[src/rtl/csr_dec_row_expand.sv]
// CSR row decoder: expands (nnz count, col/value stream) rows into dense
// N_COLS-long rows, one column per cycle, zero-filling absent columns.
module csr_dec_row_expand #(
    parameter int DATA_W = 14,
    parameter int COL_W  = 8,
    parameter int N_COLS = 16,
    parameter int CNT_W  = 16
) (
    input  logic                     clk,
    input  logic                     reset,
    input  logic                     len_valid,
    output logic                     len_ready,
    input  logic [COL_W:0]           len,
    input  logic                     elem_valid,
    output logic                     elem_ready,
    input  logic [COL_W-1:0]         elem_col,
    input  logic signed [DATA_W-1:0] elem_val,
    output logic                     out_valid,
    input  logic                     out_ready,
    output logic signed [DATA_W-1:0] out_data,
    output logic [COL_W-1:0]         out_col,
    output logic                     out_last,
    input  logic                     err_clr,
    output logic                     err,
    output logic [CNT_W-1:0]         rows_done
);

    typedef enum logic [1:0] {
        IDLE,
        EXPAND,
        DRAIN
    } state_t;

    localparam logic [COL_W-1:0] LAST_COL = COL_W'(N_COLS - 1);
    localparam logic [COL_W:0]   N_MAX    = (COL_W + 1)'(N_COLS);

    state_t                     state;
    state_t                     state_nxt;
    logic [COL_W-1:0]           col;
    logic [COL_W-1:0]           col_nxt;
    logic [COL_W:0]             nnz_left;
    logic [COL_W:0]             nnz_nxt;
    logic [COL_W:0]             nnz_dec;
    logic                       adv;
    logic                       emit;
    logic                       err_set;
    logic                       row_end;
    logic signed [DATA_W-1:0]   emit_data;

    assign adv     = !out_valid || out_ready;
    assign nnz_dec = nnz_left - 1'b1;

    always_comb begin
        state_nxt  = state;
        col_nxt    = col;
        nnz_nxt    = nnz_left;
        len_ready  = 1'b0;
        elem_ready = 1'b0;
        emit       = 1'b0;
        emit_data  = '0;
        err_set    = 1'b0;
        row_end    = 1'b0;
        case (state)
            IDLE: begin
                len_ready = reset;
                if (len_valid && len_ready) begin
                    state_nxt = EXPAND;
                    col_nxt   = '0;
                    if (len > N_MAX) begin
                        nnz_nxt = N_MAX;
                        err_set = 1'b1;
                    end else begin
                        nnz_nxt = len;
                    end
                end
            end
            EXPAND: begin
                if (adv) begin
                    // with elements still owed, a missing element stalls:
                    // we cannot tell a zero column from a late value
                    if (nnz_left == '0) begin
                        emit = 1'b1;
                    end else if (elem_valid) begin
                        if (elem_col == col) begin
                            emit       = 1'b1;
                            emit_data  = elem_val;
                            elem_ready = 1'b1;
                            nnz_nxt    = nnz_dec;
                        end else if (elem_col > col) begin
                            emit = 1'b1;
                        end else begin
                            elem_ready = 1'b1;
                            nnz_nxt    = nnz_dec;
                            err_set    = 1'b1;
                        end
                    end
                    if (emit) begin
                        if (col == LAST_COL) begin
                            col_nxt   = '0;
                            row_end   = 1'b1;
                            state_nxt = (nnz_nxt == '0) ? IDLE : DRAIN;
                        end else begin
                            col_nxt = col + 1'b1;
                        end
                    end
                end
            end
            DRAIN: begin
                elem_ready = elem_valid;
                if (elem_valid) begin
                    nnz_nxt = nnz_dec;
                    err_set = 1'b1;
                    if (nnz_dec == '0) state_nxt = IDLE;
                end
            end
            default: state_nxt = IDLE;
        endcase
    end

    always_ff @(posedge clk or negedge reset) begin
        if (!reset) begin
            state     <= IDLE;
            col       <= '0;
            nnz_left  <= '0;
            out_valid <= 1'b0;
            out_data  <= '0;
            out_col   <= '0;
            out_last  <= 1'b0;
            err       <= 1'b0;
            rows_done <= '0;
        end else begin
            state    <= state_nxt;
            col      <= col_nxt;
            nnz_left <= nnz_nxt;
            if (adv) begin
                out_valid <= emit;
                if (emit) begin
                    out_data <= emit_data;
                    out_col  <= col;
                    out_last <= (col == LAST_COL);
                end
            end
            if (row_end) rows_done <= rows_done + 1'b1;
            if (err_set) err <= 1'b1;
            else if (err_clr) err <= 1'b0;
        end
    end

endmodule
[config.mk]
export PLATFORM = sky130hd
export DESIGN_NAME = csr_dec_row_expand
export DESIGN_NICKNAME = d
export VERILOG_FILES = /design/src/rtl/csr_dec_row_expand.sv
export SDC_FILE = /design/constraint.sdc
export NUM_CORES = 1
export LEC_CHECK = 0
export ABC_AREA = 0
export CAP_MARGIN = 20
export CORE_MARGIN = 2
export CORE_UTILIZATION = 36
export CTS_CLUSTER_DIAMETER = 100
export DETAILED_ROUTE_END_ITERATION = 8
export PLACE_DENSITY_LB_ADDON = 0.15
export SYNTH_ARGS = -nofsm -noshare
export SYNTH_HDL_FRONTEND = slang
export SYNTH_SLANG_ARGS = --single-unit
export TNS_END_PERCENT = 10
[constraint.sdc]
create_clock -name clk -period 3.1 [get_ports clk]
set_input_delay 0.62 -clock clk [delete_from_list [all_inputs] [get_ports clk]]
set_output_delay 0.62 -clock clk [all_outputs]
set_load 0.03 [all_outputs]
After elaboration in Yosys (flattened, before gate mapping). Cells that the tools add are included.

RAM bits: 0. Word-level logic and storage cells: 95. Bits in read-only memories: 0. Input port bits: 37. Memories: 0. Output and inout bits: 43. Bits in latches: 0. Register bits after elaboration: 60.

Div/mod/pow operators: 0. Shift-type cells: 0. Multipliers: 0. Reductions and logical operators: 14. Magnitude comparators: 2. Add/sub/neg operators: 3. Equal/unequal tests: 10. Multiplexer cells: 57. Bitwise gates (word level): 0.

Operators by type and width (count): 9-bit 2-to-1 mux (10); 14-bit 2-to-1 mux (4); 8-bit 2-to-1 mux (4); 9-bit zero test (3); 1-bit 2-to-1 mux (27); 9-bit one-hot mux with 3 select lines (1); 16-bit by 1-bit adder with 16-bit output, second input constant (1); 8-bit one-hot mux with 2 select lines (1); 2-bit 2-to-1 mux (7); 2-bit != test, second input constant (6); 9-bit by 5-bit greater-than comparator with 1-bit output, second input constant (1); 9-bit by 1-bit subtractor with 9-bit output, second input constant (1); 8-bit by 1-bit adder with 8-bit output, second input constant (1); 8-bit by 4-bit == test with 1-bit output, second input constant (1); 8-bit == test (1); 8-bit greater-than comparator (1); 4-bit AND reduction (2); 2-bit one-hot mux with 3 select lines (1); 6-bit AND reduction (1); 2-bit nonzero test (2); 1-bit one-hot mux with 3 select lines (1); 3-bit nonzero test (1); 2-bit by 1-bit == test with 1-bit output, second input constant (1); 2-bit == test, second input constant (1); 6 further kinds (6).

Depth between registers and ports, before layout. Gate-level depths: netlist of run 1.

Depth in word-level cells: 13. Gate-level depth with buffers: 10. Depth with buffers taken out: 9.

Worst setup path after synthesis of run 1. No wires, ideal clock.

Path kind: input port to output port. Start: input elem_col[6]. End: output elem_ready. Arrival: 2.513 ns. Path slack: -0.033 ns. Required time: 2.480 ns. Path buffers: 0. Cell stages on the path: 7. Path through: ha_1 -> nand4_2 -> nor2_1 -> nor2b_1 -> nor3_4 -> nand2_1 -> a21boi_0.

Word-level cells in the longest chain between the ends: 7. Elaborated cells on any way between the ends: 8. Classes of those cells: 1 x order compare; 1 x eq/ne; 6 x mux.

Ends and longest elaborated chain: from (decl) (line 16) `input logic [COL_W-1:0] elem_col,`; 8-bit greater-than comparator (line 89) `end else if (elem_col > col) begin`; 1-bit 2-to-1 mux (line 89); 1-bit 2-to-1 mux * (line 84) `if (elem_col == col) begin`; 1-bit 2-to-1 mux * (line 83) `end else if (elem_valid) begin`; 1-bit 2-to-1 mux * (line 81) `if (nnz_left == '0) begin`; 1-bit 2-to-1 mux * (line 78) `if (adv) begin`; 1-bit one-hot mux with 2 select lines * (line 63) `case (state)`; to (decl) (line 15) `output logic elem_ready,`.

Every way passes the cells marked *; elsewhere a longest branch is shown, timed or not.

Worst setup path after layout of run 1.
Start: input elem_col[4]. End: output elem_ready.

The elaborated chain is that of the path after synthesis.

==> results of run 1 <==
[cell families (layout without fill, tap and decap cells)]
kind of cell	count (synthesis)	count (layout)	share of synthesized area, %
simple gates	158	158	24.13
flops	60	60	41.42
xor+xnor	18	18	4.349
fa+ha+maj	17	17	5.868
compound gates	103	103	18.47
buf+inv	33	138	4.315
mux	5	5	1.450
[stage by stage]
| stage | std cells | total power [W] | worst slack [ns] |
|---|---|---|---|
| CTS | 629 | 0.003494 | 0.001575 |
| detailed placement | 611 | 0.002637 | -0.04190 |
| global placement | 611 | 0.002628 | 0.01429 |
| global route | 632 | 0.003740 | 0.00005751 |
| finish | 632 | 0.003508 | 0.05635 |
| floorplan | 394 | 0.002141 | 0.1940 |
[registers in the layout (all words and copies together) (netlist names)]
name	flops
out_valid	1
out_data	14
out_last	1
nnz_left	9
err	1
out_col	8
col	8
state	2
rows_done	16
[power groups by stage]
| stage | Sequential, W | Clock (W) | Combinational (W) |
|---|---|---|---|
| final | 0.00103 | 0.000820 | 0.00166 |
| after global routing | 0.00104 | 0.000878 | 0.00182 |
| after CTS | 0.00102 | 0.000841 | 0.00163 |
| after detailed placement | 0.00104 | 0 | 0.00160 |
| after global placement | 0.00104 | 0 | 0.00159 |
| after floorplan | 0.00104 | 0 | 0.00110 |
[how the worst max path moves through the flow]
stage           startpoint    endpoint  slack (ns)  depth (start not counted)
2_1_floorplan  elem_col[6]  elem_ready        0.19                          7
3_3_place_gp   elem_col[6]  elem_ready        0.01                         10
4_1_cts        elem_col[1]  elem_ready       0.002                         10
6_report       elem_col[4]  elem_ready        0.06                         10
5_1_grt        elem_col[4]  elem_ready     0.00006                         10
3_5_place_dp   elem_col[6]  elem_ready       -0.04                         10
[cells in the mapped netlist (5+ instances only)]
cell,instances,area (um^2)
nand4_1,5,31.28
ha_1,17,212.7
nand3_1,14,70.07
dfrtp_1,60,1501
nor3_1,5,25.02
a21oi_1,13,65.06
xor2_1,10,87.58
clkbuf_1,5,18.77
a31oi_1,5,31.28
and3_1,6,37.54
nand2_1,62,232.7
o21ai_1,14,70.07
o21ai_0,35,175.2
xnor2_1,8,70.07
nor2_1,19,71.32
inv_1,17,63.81
buf_2,5,25.02
[worst register-to-register path: stages (launching register included)]
cell and delay, ns:
dfrtp_1 0.43, inv_1 0.13, ha_4 0.29, nand4_1 0.15
nor2_4 0.18, a211oi_4 0.07, buf_4 0.15, buf_4 0.14
or2_1 0.26, o32ai_1 0.39, nand4b_1 0.15, a31o_1 0.23
[area by class of cell]
type	count	area [um^2]	share of cell area [%]
Multi-Input combinational cell	301	2087	41.29
Sequential cell	60	1503	29.73
Timing Repair Buffer	103	999.7	19.78
Tap cell	133	166.4	3.292
Clock buffer	13	158.9	3.144
Inverter	19	71.32	1.411
Clock inverter	3	68.82	1.361
[routing by layer]
layer | vias up | part of all wire (%)
met5 | - | 0
met4 | 0 | 1.1
met3 | 9 | 4.8
met2 | 77 | 47
met1 | 1525 | 47
li1 | 1614 | -
[what timing repair did]
| item | in CTS | in global routing |
|---|---|---|
| resized for setup | 9 | 13 |
| endpoints found under the setup margin | 1 | 1 |
| hold endpoints to repair | 0 | 0 |
| buffers inserted | 2 | 3 |
| pin swaps | 5 | 12 |
==> results_dict.tcl, run 1 <==
set metrics [dict create \
    status "finished, final reports clean" \
    hold_buffers 0 \
    critical_path_peak_fanout 3 \
    dieArea_um2 10890 \
    synth-async-reset-ratio_pct 100.0 \
    num_antenna_cells 0 \
    synth-edff-count 0 \
    drive_above_1_share_pct 16.03 \
    num-fill-cells 928 \
    final_util_pct 51.72 \
    ys.flop_type "dfrtp_1" \
    p_seq_share_pct 29.3 \
    routed_via_density 5.103 \
    powerDensity_nw_per_um2 693.9 \
    syn_to_final_growth_pct 39.45 \
    syn_area_per_cell_um2 9.200 \
    critPathTopFamily "buffers and inverters" \
    critPathKind "in2out" \
    num_vias 3225 \
    critPathArrivalTime_ns 2.42 \
    finalCriticalPeriod_ns 3.044 \
    fin_skew_ns 0.007706 \
    holdWs_ns 0.3129 \
    p_int_w 0.002083 \
    grt_antenna_before_repair 0 \
    p_sw_w 0.001425 \
    cap_violations 0 \
    clk_pin_slew_ns 0.07 \
    fin_crit_sh_pct 98.18 \
    power.share.clock_pct 23.4 \
    synth-seq-area-share_pct 41.42 \
    finalHoldViolCount 0 \
    startpoint_type "input port" \
    clock_path_buffers 2 \
    num_rows 36 \
    grt-busiest-layer "met2" \
    numCtsBuffers 9 \
    crit_buf_inv 4 \
    slew_headroom_pct 60.58 \
    wirelength_um 9493 \
    required_ns 2.48 \
    path_cells "clkdlybuf4s50_1 > ha_4 > nand4_4 > buf_4 > a211oi_4 > nor3_4 > nand2_1 > a21boi_1 > buf_4 > buf_12" \
    ant_nets 0 \
    dpl_cell_area_um2 4661 \
    core_area_um2 9774 \
    netSwitchingFraction_pct 40.61 \
    ys_seq_elements 60 \
    overflow 0 \
    final_cell_area_um2 5055 \
    clock.fmax_mhz 328.6 \
    grtUsageMet3_pct 4.449 \
    clkSinkCount 60 \
    hold_class "in2async" \
    ir_drop_mv 0.3668 \
    syn_area_um2 3625 \
    cts_max_level 3 \
    drtIter0Drc 131 \
    p_leak_nw 2.139 \
    portBuffers 79 \
    tightest_slew_ns 0.5860 \
    use_met1_pct 23.82 \
    grt_usage_pct 17.96 \
    grt_pass1_wl_um 15890 \
    cts_root_buf "clkbuf_8" \
    insertion_delay_ns 0.34 \
    crit_path_end_kind "output pin" \
    critPathMostFrequentCell "buf_4" \
    drv_slew 0 \
    chipHeight_um 104.3 \
    die_w_um 104.3 \
    layout_commonest_cell "clkdlybuf4s50_1" \
    use_met2_pct 28.66 \
    wl_per_cell_um 15.02 \
    critical_path.max_stage_delay_ns 0.45 \
    setup_viol 0 \
    first_pass_iters 4 \
    pwr-share-comb_pct 47.4 \
    yosysWarnings 0 \
    rsz0062_at_grt "no" \
    first_global_vias 3227 \
    rr_worst_depth 11 \
    r2r-end "state[1]" \
    top_level_ports 80 \
    ys_types 73 \
    start_util_pct 37.08 \
    cp_slowest_cell "clkdlybuf4s50_1" \
    gp_congestion 0.8270 \
    post-route-drc-count 0 \
    nets 548 \
    grt_max_degree 45 \
    syn-instance-count 394 \
    r2r-start "col[2]" \
    mostFrequentLayoutCells "clkdlybuf4s50_1, nand2_1, dfrtp_1" \
    dp.final_hpwl_um 6831 \
    finalSetupTns_ns 0 \
    cts_tree "done" \
    reg2reg_slack_ns 0.41 \
    synth_nets 448 \
]
No activity file was read; power rests on OpenSTA's default activity.
==> run 2: changes to the inputs <==
- CAP_MARGIN: 20 -> default
==> results of run 2 <==
No change in the layout: final DEF, timing and power equal those of run 1.
==> run 3: changes to the inputs <==
- CORE_UTILIZATION: 36 -> 43
==> run 3 against run 2 <==
Compared with the run above: clock skew grew 0.0019 ns; non-clock buffer count is 8 lower; flip-flop and latch count stayed put; maximum frequency fell by 0.82%; largest cell class unchanged.
==> results_dict.tcl, run 3 (synthesis results as in run 1) <==
set metrics [dict create \
    mostFrequentLayoutCells "clkdlybuf4s50_1, nand2_1, dfrtp_1" \
    cap_violations 0 \
    crit_path_end_kind "output pin" \
    finalPower_w 0.003347 \
    gp_congestion 0.8709 \
    cts_max_level 3 \
    cts_tree "done" \
    grt_antenna_before_repair 0 \
    power.share.clock_pct 21.2 \
    startpoint_type "input port" \
    finalHoldViolCount 0 \
    setup_viol 0 \
    drtIter0Drc 106 \
    num_antenna_cells 0 \
    status "finished, final reports clean" \
    wirelength_um 9177 \
    ant_nets 0 \
    clk_pin_slew_ns 0.07 \
    fin_crit_sh_pct 99.00 \
    slew_headroom_pct 56.21 \
    largest-register "rows_done" \
    finalCriticalPeriod_ns 3.069 \
    grt_pass1_wl_um 14970 \
    drive_above_1_share_pct 14.26 \
    routed_via_density 5.419 \
    ir_drop_mv 0.3547 \
    critPathArrivalTime_ns 2.45 \
    drv_slew 0 \
    core_area_um2 8175 \
    clock.fmax_mhz 325.9 \
    largest_reg_flops 16 \
    dieArea_um2 9180 \
    p_sw_w 0.001426 \
    chipHeight_um 95.81 \
    layout_commonest_cell "clkdlybuf4s50_1" \
    nets 540 \
    critical_path_peak_fanout 3 \
    p_seq_share_pct 30.7 \
    fin_skew_ns 0.009572 \
    final_util_pct 59.35 \
    dp.final_hpwl_um 6792 \
    overflow 0 \
    critPathKind "in2out" \
    num_vias 3230 \
    p_int_w 0.001922 \
    finalSetupTns_ns 0 \
    start_util_pct 44.34 \
    largestRegisters "rows_done x16, out_data x14, nnz_left x9" \
    clock_path_buffers 2 \
    grt_usage_pct 21.22 \
    tightest_slew_ns 0.6508 \
    syn_to_final_growth_pct 33.86 \
    wl_per_cell_um 15.40 \
    rr_worst_depth 9 \
    pwr-share-comb_pct 48.1 \
    top_level_ports 80 \
    numCtsBuffers 9 \
    first_pass_iters 4 \
    clkSinkCount 60 \
    num-fill-cells 741 \
    first_global_vias 3119 \
    cts_root_buf "clkbuf_8" \
    p_leak_nw 2.037 \
    portBuffers 79 \
    grt_max_degree 49 \
    hold_class "in2async" \
    die_w_um 95.81 \
    powerDensity_nw_per_um2 689.9 \
    required_ns 2.48 \
    num_rows 33 \
    post-route-drc-count 0 \
    netSwitchingFraction_pct 42.59 \
    insertion_delay_ns 0.34 \
]
-- run 3: cell types whose count changed in the layout (fill, tap and decap cells not counted), moves of 2 or more --
cell	previous run	this run
dlymetal6s2s_1	5	1
clkdlybuf4s50_1	71	76
clkinvlp_4	0	2
buf_4	23	15
clkinv_2	0	2
ha_4	6	2
clkbuf_8	11	9
ha_1	11	15
-- run 3: layout make-up --
class	instances	area, um^2	area share [%]
multi-input cells	301	2033	41.90
flip-flops and latches	60	1503	30.97
repair buffers	95	922.1	19.00
well taps	105	131.4	2.708
clock buffers	10	127.6	2.630
inverters	19	71.32	1.470
clock inverters	6	63.81	1.315
-- run 3: final timing paths --
path,from,end,slack [ns]
worst max-delay path,elem_col[3],elem_ready,0.03
worst min-delay path,reset,state[1],0.20
worst max register to register,nnz_left[0],state[1],0.42
worst min register to register,rows_done[15],rows_done[15],0.47
max in group asynchronous,reset,nnz_left[0],1.95
min in group clk,rows_done[15],rows_done[15],0.47
-- run 3: per-stage QoR --
stage,hold WS (ns),instances,instance area (um^2),setup WS (ns)
after global routing,0.2024,596,4852,-0.02535
after CTS,0.1924,596,4782,0.006258
final,0.1964,596,4852,0.03111
after detailed placement,0.4607,580,4591,0.03672
after floorplan,0.3244,394,3625,0.1940
after global placement,0.4593,580,4591,0.03775
-- run 3: critical path: stages --
cell and delay [ns]:
clkdlybuf4s50_1 0.44, ha_4 0.30, nand4_1 0.18, nor2_4 0.22, nor2b_4 0.07, nor3_4 0.17
nand2_1 0.09, a21boi_2 0.20, buf_6 0.16
-- run 3: repair_timing --
item                       in CTS  in global routing
gates resized for setup         0                 14
setup endpoints to repair       0                  1
setup buffers                   0                  0
hold buffers                    0                  0
-- run 3: metal layers --
layer  global-route usage, %  up-vias  routed length, um
met1                   27.59     1524               4072
met5                       0        -                  0
met4                   10.12        0                133
met2                   33.92      101               4370
met3                   4.229       12                600
li1                        -     1593                  -
-- run 3: power groups by stage --
stage | registers [W] | clock network, W | logic, W
after floorplan | 0.00104 | 0 | 0.00110
after global placement | 0.00104 | 0 | 0.00156
after detailed placement | 0.00104 | 0 | 0.00157
after CTS | 0.00103 | 0.000726 | 0.00158
after global routing | 0.00105 | 0.000764 | 0.00179
final | 0.00103 | 0.000708 | 0.00161
